===== src/rtl/alu_issuer_if.sv =====
// Request, response and ALU-side signals of the ALU issuer.
// ALU_ISSUER_TAG_EN adds the request/response tag pair.
interface alu_issuer_if #(
    parameter int DATA_W = 16
`ifdef ALU_ISSUER_TAG_EN
    , parameter int TAG_W = 4
`endif
);
    logic              req_valid;
    logic              req_ready;
    logic [3:0]        req_cmd;
    logic [DATA_W-1:0] req_op1;
    logic [DATA_W-1:0] req_op2;
    logic              rsp_valid;
    logic              rsp_ready;
    logic [DATA_W-1:0] rsp_result;
    logic              rsp_error;
    logic              alu_enable;
    logic [3:0]        alu_cmd;
    logic [DATA_W-1:0] alu_op1;
    logic [DATA_W-1:0] alu_op2;
    logic [DATA_W-1:0] alu_result;
`ifdef ALU_ISSUER_TAG_EN
    logic [TAG_W-1:0]  req_tag;
    logic [TAG_W-1:0]  rsp_tag;
`endif

    // Issuer side
    modport slave (
        input  req_valid, req_cmd, req_op1, req_op2, rsp_ready, alu_result,
        output req_ready, rsp_valid, rsp_result, rsp_error,
        output alu_enable, alu_cmd, alu_op1, alu_op2
`ifdef ALU_ISSUER_TAG_EN
        , input req_tag, output rsp_tag
`endif
    );

    // Front end / ALU side
    modport master (
        output req_valid, req_cmd, req_op1, req_op2, rsp_ready, alu_result,
        input  req_ready, rsp_valid, rsp_result, rsp_error,
        input  alu_enable, alu_cmd, alu_op1, alu_op2
`ifdef ALU_ISSUER_TAG_EN
        , output req_tag, input rsp_tag
`endif
    );
endinterface


===== src/rtl/alu_issuer.sv =====
// Issues one ALU operation at a time, waits the fixed ALU latency, returns the result.
// Optional request/response tagging under ALU_ISSUER_TAG_EN.
module alu_issuer #(
    parameter int DATA_W  = 16,
    parameter int ALU_LAT = 2
`ifdef ALU_ISSUER_TAG_EN
    , parameter int TAG_W = 4
`endif
) (
    input  logic             clock,
    input  logic             reset_n,
    alu_issuer_if.slave      bus,
    output logic             busy
);
    typedef enum logic [1:0] {IDLE, ISSUE, WAIT, RESP} state_e;

    localparam logic [3:0] CNT_LOAD = 4'(ALU_LAT - 1);

    state_e            state_q, state_d;
    logic [3:0]        cnt_q, cnt_d;
    logic [3:0]        cmd_q, cmd_d;
    logic [DATA_W-1:0] op1_q, op1_d;
    logic [DATA_W-1:0] op2_q, op2_d;
    logic [DATA_W-1:0] res_q, res_d;
    logic              err_q, err_d;
    logic              req_illegal;
    logic              alu_en;
`ifdef ALU_ISSUER_TAG_EN
    logic [TAG_W-1:0]  tag_q, tag_d;
`endif

    assign req_illegal = (bus.req_cmd > 4'd4) || (bus.req_cmd == 4'd3 && bus.req_op2 == '0);

    always_ff @(posedge clock or negedge reset_n) begin
        if (!reset_n) begin
            state_q <= IDLE;
            cnt_q   <= '0;
            cmd_q   <= '0;
            op1_q   <= '0;
            op2_q   <= '0;
            res_q   <= '0;
            err_q   <= 1'b0;
`ifdef ALU_ISSUER_TAG_EN
            tag_q   <= '0;
`endif
        end else begin
            state_q <= state_d;
            cnt_q   <= cnt_d;
            cmd_q   <= cmd_d;
            op1_q   <= op1_d;
            op2_q   <= op2_d;
            res_q   <= res_d;
            err_q   <= err_d;
`ifdef ALU_ISSUER_TAG_EN
            tag_q   <= tag_d;
`endif
        end
    end

    always_comb begin
        state_d = state_q;
        cnt_d   = cnt_q;
        cmd_d   = cmd_q;
        op1_d   = op1_q;
        op2_d   = op2_q;
        res_d   = res_q;
        err_d   = err_q;
`ifdef ALU_ISSUER_TAG_EN
        tag_d   = tag_q;
`endif
        case (state_q)
            IDLE: begin
                if (bus.req_valid) begin
                    cmd_d = bus.req_cmd;
                    op1_d = bus.req_op1;
                    op2_d = bus.req_op2;
`ifdef ALU_ISSUER_TAG_EN
                    tag_d = bus.req_tag;
`endif
                    // Illegal requests bypass the ALU entirely
                    if (req_illegal) begin
                        res_d   = '0;
                        err_d   = 1'b1;
                        state_d = RESP;
                    end else begin
                        state_d = ISSUE;
                    end
                end
            end
            ISSUE: begin
                cnt_d   = CNT_LOAD;
                state_d = WAIT;
            end
            WAIT: begin
                if (cnt_q == 4'd0) begin
                    res_d   = bus.alu_result;
                    err_d   = 1'b0;
                    state_d = RESP;
                end else begin
                    cnt_d = cnt_q - 4'd1;
                end
            end
            RESP: begin
                if (bus.rsp_ready) state_d = IDLE;
            end
            default: state_d = IDLE;
        endcase
    end

    // ALU inputs are forced to zero outside ISSUE/WAIT so they drop at once on reset
    assign alu_en         = (state_q == ISSUE) || (state_q == WAIT);
    assign bus.alu_enable = alu_en;
    assign bus.alu_cmd    = alu_en ? cmd_q : '0;
    assign bus.alu_op1    = alu_en ? op1_q : '0;
    assign bus.alu_op2    = alu_en ? op2_q : '0;

    assign bus.req_ready  = (state_q == IDLE) && reset_n;
    assign bus.rsp_valid  = (state_q == RESP);
    assign bus.rsp_result = res_q;
    assign bus.rsp_error  = err_q;
    assign busy           = (state_q != IDLE);
`ifdef ALU_ISSUER_TAG_EN
    assign bus.rsp_tag    = tag_q;
`endif
endmodule


===== src/flat_wrapper.sv =====
// flat-port wrapper written by rule: the top's interface ports become plain ports
module alu_issuer_flat 
#(
    parameter int DATA_W  = 16,
    parameter int ALU_LAT = 2

)
  (clock, reset_n, busy, bus_req_valid, bus_req_cmd, bus_req_op1, bus_req_op2, bus_rsp_ready, bus_alu_result, bus_req_ready, bus_rsp_valid, bus_rsp_result, bus_rsp_error, bus_alu_enable, bus_alu_cmd, bus_alu_op1, bus_alu_op2);
  alu_issuer_if #(.DATA_W(DATA_W)) bus_i ();
  input  logic clock;
  input  logic reset_n;
  output logic busy;
  input wire logic [$bits(bus_i.req_valid)-1:0] bus_req_valid;
  input wire logic [$bits(bus_i.req_cmd)-1:0] bus_req_cmd;
  input wire logic [$bits(bus_i.req_op1)-1:0] bus_req_op1;
  input wire logic [$bits(bus_i.req_op2)-1:0] bus_req_op2;
  input wire logic [$bits(bus_i.rsp_ready)-1:0] bus_rsp_ready;
  input wire logic [$bits(bus_i.alu_result)-1:0] bus_alu_result;
  output wire logic [$bits(bus_i.req_ready)-1:0] bus_req_ready;
  output wire logic [$bits(bus_i.rsp_valid)-1:0] bus_rsp_valid;
  output wire logic [$bits(bus_i.rsp_result)-1:0] bus_rsp_result;
  output wire logic [$bits(bus_i.rsp_error)-1:0] bus_rsp_error;
  output wire logic [$bits(bus_i.alu_enable)-1:0] bus_alu_enable;
  output wire logic [$bits(bus_i.alu_cmd)-1:0] bus_alu_cmd;
  output wire logic [$bits(bus_i.alu_op1)-1:0] bus_alu_op1;
  output wire logic [$bits(bus_i.alu_op2)-1:0] bus_alu_op2;
  assign bus_i.req_valid = bus_req_valid;
  assign bus_i.req_cmd = bus_req_cmd;
  assign bus_i.req_op1 = bus_req_op1;
  assign bus_i.req_op2 = bus_req_op2;
  assign bus_i.rsp_ready = bus_rsp_ready;
  assign bus_i.alu_result = bus_alu_result;
  assign bus_req_ready = bus_i.req_ready;
  assign bus_rsp_valid = bus_i.rsp_valid;
  assign bus_rsp_result = bus_i.rsp_result;
  assign bus_rsp_error = bus_i.rsp_error;
  assign bus_alu_enable = bus_i.alu_enable;
  assign bus_alu_cmd = bus_i.alu_cmd;
  assign bus_alu_op1 = bus_i.alu_op1;
  assign bus_alu_op2 = bus_i.alu_op2;
  alu_issuer #(.DATA_W(DATA_W), .ALU_LAT(ALU_LAT)) u_core (.clock(clock), .reset_n(reset_n), .bus(bus_i), .busy(busy));
endmodule

===== config.mk =====
export PLATFORM = sky130hd
export DESIGN_NAME = alu_issuer_flat
export DESIGN_NICKNAME = d
export VERILOG_FILES = /design/src/rtl/alu_issuer_if.sv /design/src/rtl/alu_issuer.sv /design/src/flat_wrapper.sv
export SDC_FILE = /design/constraint.sdc
export NUM_CORES = 1
export LEC_CHECK = 0
export BUFFER_PORTS_ARGS = -buffer_cell sky130_fd_sc_hd__buf_4
export CORE_ASPECT_RATIO = 0.75
export CORE_UTILIZATION = 45
export CTS_BUF_LIST = sky130_fd_sc_hd__clkbuf_4 sky130_fd_sc_hd__clkbuf_8
export CTS_CLUSTER_DIAMETER = 150
export DETAILED_ROUTE_END_ITERATION = 8
export PLACE_DENSITY = 0.84
export REMOVE_ABC_BUFFERS = 1
export SLEW_MARGIN = 40
export SYNTH_ARGS = -nofsm -noshare
export SYNTH_HDL_FRONTEND = slang
export SYNTH_SLANG_ARGS = --single-unit
export TNS_END_PERCENT = 100

===== constraint.sdc =====
create_clock -name clock -period 2.05 [get_ports clock]
set_clock_uncertainty 0.1 [all_clocks]
set_input_delay 0.1025 -clock clock [delete_from_list [all_inputs] [get_ports clock]]
set_output_delay 0.1025 -clock clock [all_outputs]
set_load 0.01 [all_outputs]

==> impl_results.md, run 1 <==
* Status: complete, but fails checks
* Failing checks: setup timing
* Die ar. at 6600 um2
* NetSw at 2.52 mW
* Worst Setup SP: u_core.cnt_q[1]
* Max Buffers Root-to-Sink at 2
* Total power draw at 7.03 mW
* Mux contribution to synthesized area at 0.211
* Ports at 113
* Initial Util at 0.475
* Reg-to-Reg Start: u_core.cnt_q[1]
* WP data arrival at 2.24 ns
* Post-synthesis cell area at 2820 um2
* Commonest cells post-synth: dfrtp_1, and2_1, mux2_2
* CTS Sinks at 59
* Hold Vio Cnt, Final at 0
* Final WS setup at -0.0435 ns
* ANT nets after route at 0
* GR Util All Layers at 0.243
* Hold WS at 0.0834 ns
* Layout Nets at 483
* Clock power frac at 0.151
* Detailed-placement wirelength estimate at 4470 um
* Vias per cell at 4.83
* Final setup fails at 4
* RePlAce Congestion at 0.813
* Core area at 5950 um2
* Total wire length at 7620 um
* FF+latch count, synth at 59
* Min Tclk post-route at 2.09 ns
* Ratio of cells with drive above 1 in the final layout at 0.440
* Post-synth top area share at 0.523
* Port-buffer cells at 112
* Post-Synth XOR/XNOR Area at 0.00620
* Post-synth top flop: dfrtp_1
* WL met2 at 4070 um
* Die Width at 93.5 um
* Yosys warnings at 0
* Max Freq at 478 MHz
* Main combinational cell family by area after synthesis: multiplexers
* Combinational power share at 0.574
* Net Sw Frac at 0.359
* Leakage at 2.23 nW
* Worst slew pin tran at 0.510 ns
* Initial antenna violation count at 0
* Top area cells in the synthesized netlist: dfrtp_1, mux2_2, and2_1
* Met3 wire length at 357 um
* H-tree depth at 3
* Post-synth EDFFs at 0
* Yosys top cell by area: dfrtp_1
* Filler cells at 395
* Cells after Synth at 243
* Most frequent cell after synthesis: dfrtp_1
* Wl on met1 at 3050 um
* Drc violations at 0
* # diodes at 0
* Relative slew slack at 0.660
* Syn_area_per_cell at 11.6 um2
* VDD IR max at 1140 uV
* Internal at 4.51 mW
* Req. time, crit path at 2.20 ns
* Post-Synth Simple-Gate Area at 0.144
* Crit. End Element: flop
* Aggregate global routing overflow at 0
* Sequential share of the synthesized area at 0.523
* Max cap viols at 0
* CTS Buf Count at 9
* Via count at 2,431
* Sequential Power Share at 0.275
* Initial DRC count at 103
* Async S/R FF share, synth at 1.00
* Number of global-route vias before repair at 2,565
* Wire length per cell at 15.2 um
* Min-Delay Path Class: input pin to async pin
* Post-synthesis adder-cell area fraction at 0.0310
* Clock transition at path regs at 0.07 ns
* Worst-path maximum fanout at 9
* Final slew viol count at 0
* CTS root buf: clkbuf_8
* Power Dens Cells at 1530 nW/um2
* CTS tree: yes
* First-pass GRT wire length at 12,100 um
* CP Launch Type: flop
* Area Growth Syn to Fin at 62.6%
* Highest routed layer: met4
* Row count at 24
* Compound-Gate Fraction of Synth Area at 0.0266
* Yosys cell types at 27
* Largest net degree at the start of global routing at 42
* Worst skew pair latency at 0.33 ns
* Die Ht at 70.6 um
* CP Class: flop to flop
* RSZ-0062 raised after global routing: yes
* Tcrit/Tclk final at 1.02
* First-pass DRT Iterations at 4
cells in the final DEF (no fill, tap or decap), types with 5 or more instances in the layout:
cell,netlist,layout
and2_1,37,37
buf_4,0,120
clkbuf_8,0,10
dfrtp_1,59,59
dlygate4sd3_1,0,53
ha_1,7,5
inv_1,24,22
mux2_2,36,36
mux2i_1,19,18
nand2_1,19,19
path summary, 6_finish.rpt:
path | to | slack [ns] | cells after the start
worst min-delay path | u_core.op2_q[2] | 0.08 | 2
worst max register to register | u_core.bus.rsp_result[9] | -0.04 | 7
worst min register to register | u_core.cmd_q[2] | 0.40 | 1
min in group clock | u_core.state_q[0] | 0.25 | 5
max in group asynchronous | u_core.bus.rsp_error | 0.98 | 3
worst max-delay path | u_core.bus.rsp_result[9] | -0.04 | 7
power groups by stage:
stage / clock [mW] / combinational (mW) / sequential, mW
after floorplan: 0 / 1.95 / 1.91
after global placement: 0 / 3.54 / 1.91
after detailed placement: 0 / 3.62 / 1.94
after CTS: 1.08 / 3.76 / 1.92
after global routing: 1.15 / 4.34 / 1.99
final: 1.06 / 4.04 / 1.93
layout make-up:
cell class	count	area, um2	share of cell area
repair buffers	178	1520	0.331
flip-flops and latches	59	1480	0.321
multi-input cells	148	1210	0.264
clock buffers	11	145	0.0316
well taps	78	97.6	0.0212
inverters	24	90.1	0.0196
clock inverters	5	52.6	0.0114
kinds of logic (layout without fill, tap and decap cells):
group | after synthesis | after routing
AOI/OAI and AO/OA | 11 | 11
buffers and inverters | 36 | 218
xor gates and xnor gates | 2 | 2
DFF | 59 | 59
adders and majority gates | 7 | 7
muxes | 55 | 55
and+or+nand+nor | 73 | 73
per-stage QoR:
stage	utilization	TNS (ns)	instances	worst slack [ns]	area [um2]
global route	0.773	-0.620	503	-0.0556	4590
finish	0.773	-0.0611	503	-0.0435	4590
detailed placement	0.634	-0.115	429	-0.0357	3770
floorplan	-	-15.10	231	-0.732	2750
global placement	0.634	0	429	0.0710	3770
CTS	0.758	0	499	0.00922	4510
worst max-delay path, cell delays in order (launching register included):
cell	delay (ns)
dfrtp_1	0.41
inv_2	0.10
ha_4	0.12
or3b_4	0.40
a221oi_2	0.25
a31o_2	0.22
buf_12	0.16
mux2i_2	0.24
layer usage:
metal / GRT usage / vias up
li1: - / 1157
met1: 0.267 / 1174
met2: 0.444 / 85
met3: 0.0667 / 15
met4: 0.0991 / 0
met5: 0 / -
what timing repair did:
item,CTS,global route
pin swaps,2,3
buffers inserted,1,3
hold buffers,53,0
endpoints found under the setup margin,19,23
resized for setup,2,12
gates cloned,0,1
hold endpoints to repair,70,0
flip-flops by register name (all words and copies together) (netlist names):
register / cells
u_core.state_q: 2
u_core.cnt_q: 4
u_core.bus.rsp_error: 1
u_core.op1_q: 16
u_core.bus.rsp_result: 16
u_core.cmd_q: 4
u_core.op2_q: 16
Note: power is estimated with default switching activity, not from simulation.
==> run 2: changes to the inputs <==
- BUFFER_PORTS_ARGS: -buffer_cell sky130_fd_sc_hd__buf_4 -> unset
- CELL_PAD_IN_SITES_DETAIL_PLACEMENT: unset -> 2
- CELL_PAD_IN_SITES_GLOBAL_PLACEMENT: unset -> 2
- CORE_UTILIZATION: 45 -> 36
- DONT_BUFFER_PORTS: unset -> 1
- PLACE_DENSITY: 0.84 -> 0.83
==> run 2 against run 1 <==
Utilization is 25 points lower. Sequential share of layout area is 6.0 points higher. The run still ends with setup timing left. Highest routed layer unchanged. Non-clock buffer count is 107 lower. Critical endpoint is now u_core.bus.rsp_result[0]. Largest cell class is now flip-flops and latches. Register-to-register slack better by 0.02 ns. Sequential power is 5% higher. First-iteration DRC count is 25% lower. Total power is 11% lower.
==> impl_results.md, run 2 (synthesis gave the netlist of run 1 again) <==
* Initial DRC count at 77 (-25%)
* WP data arrival at 2.24 ns (about the same)
* Finished Core Util at 0.519 (-0.254)
* Vias per cell at 4.94 (+2.2%)
* Worst r2r path cells at 8 (+1)
* Wire length per cell at 21.9 um (+44%)
* Hold Vio Cnt, Final at 0 (unchanged)
* R2R Path End: u_core.bus.rsp_result[0]
* Max stage delay on crit path at 0.40 ns (about the same)
* Largest net degree at the start of global routing at 60 (+43%)
* Layout Nets at 376 (-22%)
* Initial Util at 0.378 (-0.0967)
* Filler cells at 718 (+82%)
* Aggregate global routing overflow at 0 (unchanged)
* Reg-to-reg slack, setup at -0.02 ns (+0.02 ns)
* Die Ht at 78.7 um (+11%)
* Setup Slack @ Placement at -0.0945 ns (-0.0588 ns)
* Reg-to-Reg Start: u_core.cnt_q[1]
* Max Freq at 483 MHz (+1.1%)
* CTS Buf Count at 9 (unchanged)
* Clock transition at path regs at 0.08 ns (about the same)
* Ratio of cells with drive above 1 in the final layout at 0.245 (-0.195)
* First-pass GRT wire length at 14,200 um (+18%)
* # diodes at 0 (unchanged)
* Ports at 113 (unchanged)
* Detailed-placement wirelength estimate at 4690 um (+5.0%)
* Final setup fails at 8 (+4)
* Die ar. at 8210 um2 (+24%)
* Number of global-route vias before repair at 2,497 (-2.7%)
* Crit. End Element: flop
* Multi-input logic area at 1230 um2 (+1.8%)
* Area Growth Syn to Fin at 37.1%
* Worst slew pin tran at 0.528 ns (+0.0175 ns)
* Initial antenna violation count at 1 (+1)
* CP Launch Type: flop
* Die Width at 104 um (+12%)
* Total power draw at 6.27 mW (-11%)
* Min-Delay Path Class: input pin to flop
* Final slew viol count at 0 (unchanged)
* Max cap viols at 0 (unchanged)
* CP Class: flop to flop
* RSZ-0062 raised after global routing: yes
* Core area at 7470 um2 (+26%)
* Inst Count DP at 339 (-21%)
* H-tree depth at 3 (unchanged)
* Leakage at 1.71 nW (-23%)
* Tcrit/Tclk final at 1.01 (-0.0116)
* Relative slew slack at 0.645 (-0.0149)
* Final WS setup at -0.0198 ns (+0.0237 ns)
* VDD IR max at 561 uV (-51%)
* Most common cell after layout, fill and taps aside: dfrtp_1
* Worst Setup SP: u_core.cnt_q[1]
* RePlAce Congestion at 0.727 (-11%)
* GR Util All Layers at 0.234 (-0.00899)
* First-pass DRT Iterations at 4 (unchanged)
* Row count at 27 (+13%)
* CTS Sinks at 59 (unchanged)
* Critical path's slowest cell: dfrtp_1
* Port-buffer cells at 0 (-100%)
* Reg area at 1480 um2 (unchanged)
* Min Tclk post-route at 2.07 ns (-0.0237 ns)
* Setup TNS at -0.0932 ns (-0.0321 ns)
* Failing checks: setup timing
* Non-filler cells, final at 419 (-17%)
* Most frequent cells in the layout: dfrtp_1, dlygate4sd3_1, and2_1
* Worst skew pair latency at 0.34 ns (about the same)
* CP Capture Point: u_core.bus.rsp_result[0]
* ANT nets after route at 0 (unchanged)
* Total wire length at 9170 um (+20%)
* CTS tree: yes
* Req. time, crit path at 2.22 ns (+0.02 ns)
* Via count at 2,069 (-15%)
* Worst-path maximum fanout at 8 (-1)
* Max Buffers Root-to-Sink at 2 (unchanged)
* Drc violations at 0 (unchanged)
* CTS root buf: clkbuf_8
* Crit path cell chain: inv_2 > ha_4 > or3b_4 > a221oi_2 > a31o_4 > buf_12 > buf_16 > mux2i_1
* Power Dens Cells at 1620 nW/um2 (+5.8%)
* Status: complete, but fails checks
-- run 2: changes by cell type in the layout (fill, tap and decap cells not counted), moves of 2 or more --
cell and change:
buf_16 +3, buf_4 -110, clkinv_4 +2, inv_6 +2
-- run 2: power breakdown --
group          switching, mW  internal (mW)
clock                  0.519          0.446
combinational           1.70           1.57
sequential             0.347           1.68
total                   2.57           3.70
-- run 2: cell type report --
cell class	count	share of cell area
timing repair buffer	71	0.199
multi-input combinational	148	0.319
tap	101	0.0326
clock buffer	9	0.0320
clock inverter	7	0.0136
sequential	59	0.381
inverter	24	0.0233
-- run 2: worst min path at each step --
stage / from / end / slack (ns) / cells after the start
after floorplan: reset_n / u_core.bus.rsp_error / -0.29 / 0
after global placement: reset_n / u_core.op1_q[3] / -0.29 / 0
after detailed placement: reset_n / u_core.op1_q[8] / -0.29 / 0
after CTS: bus_rsp_ready / u_core.state_q[1] / 0.08 / 5
after global routing: bus_rsp_ready / u_core.state_q[0] / 0.13 / 4
final: bus_rsp_ready / u_core.state_q[0] / 0.10 / 4
-- run 2: worst max-delay path, delay by kind of cell (launching register included) --
kind	cells	cell delay, ns
buffers and inverters	3	0.34
and+or+nand+nor	1	0.39
adders and majority gates	1	0.12
muxes	1	0.18
DFF	1	0.40
AOI/OAI and AO/OA	2	0.47
-- run 2: metrics by stage --
step,area (um2),hold slack (ns)
2_1_floorplan,2750,-0.293
3_3_place_gp,2960,-0.292
3_5_place_dp,2960,-0.292
4_1_cts,3800,0.0811
5_1_grt,3870,0.131
6_report,3870,0.102
-- run 2: timing repair --
action | in CTS | in global routing
buffers inserted | 3 | 5
resized for setup | 5 | 11
endpoints found under the hold margin | 112 | 0
gates cloned | 2 | 0
endpoints found under the setup margin | 19 | 18
pin swaps | 2 | 4
hold buffers | 55 | 0
-- run 2: per-layer routing --
metal  track usage  wire [um]  part of all wire  vias up
met5             0          0                 0        -
met4        0.0814        174             0.019        0
met3        0.0649        485             0.053       15
met2         0.447       5100              0.56       73
met1         0.248       3410              0.37     1049
li1              -          -                 -      932
==> run 3: changes to the inputs <==
- CELL_PAD_IN_SITES_DETAIL_PLACEMENT: 2 -> unset
- CELL_PAD_IN_SITES_GLOBAL_PLACEMENT: 2 -> unset
- CORE_UTILIZATION: 36 -> 51
- PLACE_DENSITY: 0.83 -> 0.75
==> run 3 against run 2 <==
The run still ends with setup timing left. Die area shrank 29%. Maximum frequency is essentially flat. Utilization grew 20 points. First-iteration DRC count shrank 17%. Sequential power shrank 2%. Critical endpoint is now u_core.bus.rsp_result[3]. Hold slack lost 0.016 ns.
==> impl_results.md, run 3 (synthesis gave the netlist of run 1 again) <==
* Wire length per cell at 16.4 um (-25%)
* Setup Slack @ Placement at -0.0632 ns (+0.0313 ns)
* Total power draw at 6.12 mW (-2.4%)
* Highest routed layer: met4
* Non-filler cells, final at 392 (-6.4%)
* Initial Util at 0.530 (+0.152)
* Final slew viol count at 0 (unchanged)
* Most frequent cells in the layout: dfrtp_1, dlygate4sd3_1, and2_1
* Final setup fails at 4 (-4)
* Aggregate global routing overflow at 0 (unchanged)
* CTS tree: yes
* WL met2 at 3400 um (-33%)
* Drc violations at 0 (unchanged)
* Ports at 113 (unchanged)
* Wl on met1 at 2660 um (-22%)
* Worst skew pair latency at 0.33 ns (about the same)
* Most common cell after layout, fill and taps aside: dfrtp_1
* Worst slew pin tran at 0.334 ns (-0.194 ns)
* Die Width at 87.9 um (-16%)
* Min-Delay Path Class: input pin to flop
* CTS Buf Count at 9 (unchanged)
* Port-buffer cells at 0 (unchanged)
* WP data arrival at 2.22 ns (-0.02 ns)
* Status: complete, but fails checks
* RSZ-0062 raised after global routing: yes
* Setup TNS at -0.0395 ns (+0.0536 ns)
* Final WS setup at -0.0207 ns (-0.000936 ns)
* Tcrit/Tclk final at 1.01 (about the same)
* First-pass DRT Iterations at 4 (unchanged)
* Relative slew slack at 0.776 (+0.131)
* Inst Count DP at 312 (-8.0%)
* Min Tclk post-route at 2.07 ns (+0.000936 ns)
* Clock transition at path regs at 0.07 ns (about the same)
* Max cap viols at 0 (unchanged)
* VDD IR max at 724 uV (+29%)
* Finished Core Util at 0.719 (+0.200)
* Placed Area at 2920 um2 (-1.4%)
* Hold Vio Cnt, Final at 0 (unchanged)
* Worst-path maximum fanout at 4 (-4)
* Max Freq at 483 MHz (about the same)
* Ratio of cells with drive above 1 in the final layout at 0.240 (-0.00554)
* Area Growth Syn to Fin at 35.6%
* Initial DRC count at 64 (-17%)
* Max Buffers Root-to-Sink at 2 (unchanged)
* Die Ht at 66.4 um (-16%)
* Number of global-route vias before repair at 2,024 (-19%)
* Core area at 5320 um2 (-29%)
* # diodes at 0 (unchanged)
* H-tree depth at 3 (unchanged)
* Hold WS at 0.0851 ns (-0.0164 ns)
* First-pass GRT wire length at 10,000 um (-30%)
* Req. time, crit path at 2.20 ns (-0.02 ns)
* Total wire length at 6440 um (-30%)
* Power Dens Cells at 1600 nW/um2 (-1.2%)
* CTS root buf: clkbuf_8
* GR Util All Layers at 0.238 (+0.00401)
* Row count at 23 (-15%)
* Layout Nets at 375 (-0.27%)
* RePlAce Congestion at 0.765 (+5.3%)
* Detailed-placement wirelength estimate at 3700 um (-21%)
* Leakage at 1.71 nW (about the same)
* Crit. End Element: flop
* CP Class: flop to flop
* Via count at 2,001 (-3.3%)
* CTS Sinks at 59 (unchanged)
* CP Launch Type: flop
* Final Instance Area at 3830 um2 (-1.1%)
* Vias per cell at 5.10 (+3.4%)
* Failing checks: setup timing
* Die ar. at 5840 um2 (-29%)
* Met3 wire length at 333 um (-31%)
* Initial antenna violation count at 0 (-1)
* Largest net degree at the start of global routing at 60 (unchanged)
* ANT nets after route at 0 (unchanged)
==> run 3: per-layer routing <==
layer	global-route usage	up-vias
li1	-	941
met4	0.0553	0
met3	0.0899	5
met5	0	-
met1	0.265	996
met2	0.430	59
==> run 3: power breakdown <==
group / switching, mW / total [mW] / internal [mW]
combinational: 1.51 / 2.94 / 1.44
clock: 0.467 / 1.18 / 0.717
sequential: 0.311 / 1.99 / 1.68
total: 2.29 / 6.12 / 3.83
==> run 3: final cells by class <==
type / instances / area (um2)
Clock buffer: 10 / 138
Clock inverter: 6 / 88.8
Fill cell: 377 / 1500
Inverter: 24 / 90.1
Multi-Input combinational cell: 148 / 1200
Sequential cell: 59 / 1480
Tap cell: 75 / 93.8
Timing Repair Buffer: 70 / 744
==> run 3: final timing paths <==
path	slack (ns)	startpoint	cells past startpoint	end
worst min-delay path	0.09	bus_req_cmd[0]	4	u_core.state_q[1]
worst max-delay path	-0.02	u_core.cnt_q[1]	8	u_core.bus.rsp_result[3]
max in group asynchronous	1.41	reset_n	2	u_core.op2_q[2]
min in group asynchronous	0.18	reset_n	2	u_core.op2_q[12]
worst max register to register	-0.02	u_core.cnt_q[1]	8	u_core.bus.rsp_result[3]
worst min register to register	0.40	u_core.op1_q[11]	1	u_core.op1_q[11]
==> run 3: timing repair <==
item | CTS | global route
hold endpoints to repair | 113 | 0
cloned | 2 | 0
setup endpoints to repair | 13 | 44
pin swaps | 1 | 2
buffers inserted | 3 | 4
hold buffers | 56 | 0
gates resized for setup | 6 | 5
==> run 3: worst max-delay path, stage by stage, from the launching register on <==
cell and delay [ns]:
dfrtp_1 0.39, inv_2 0.07, ha_1 0.12, or3b_4 0.39, a221oi_2 0.29, a31o_2 0.18
buf_4 0.15, buf_16 0.11, mux2i_2 0.19
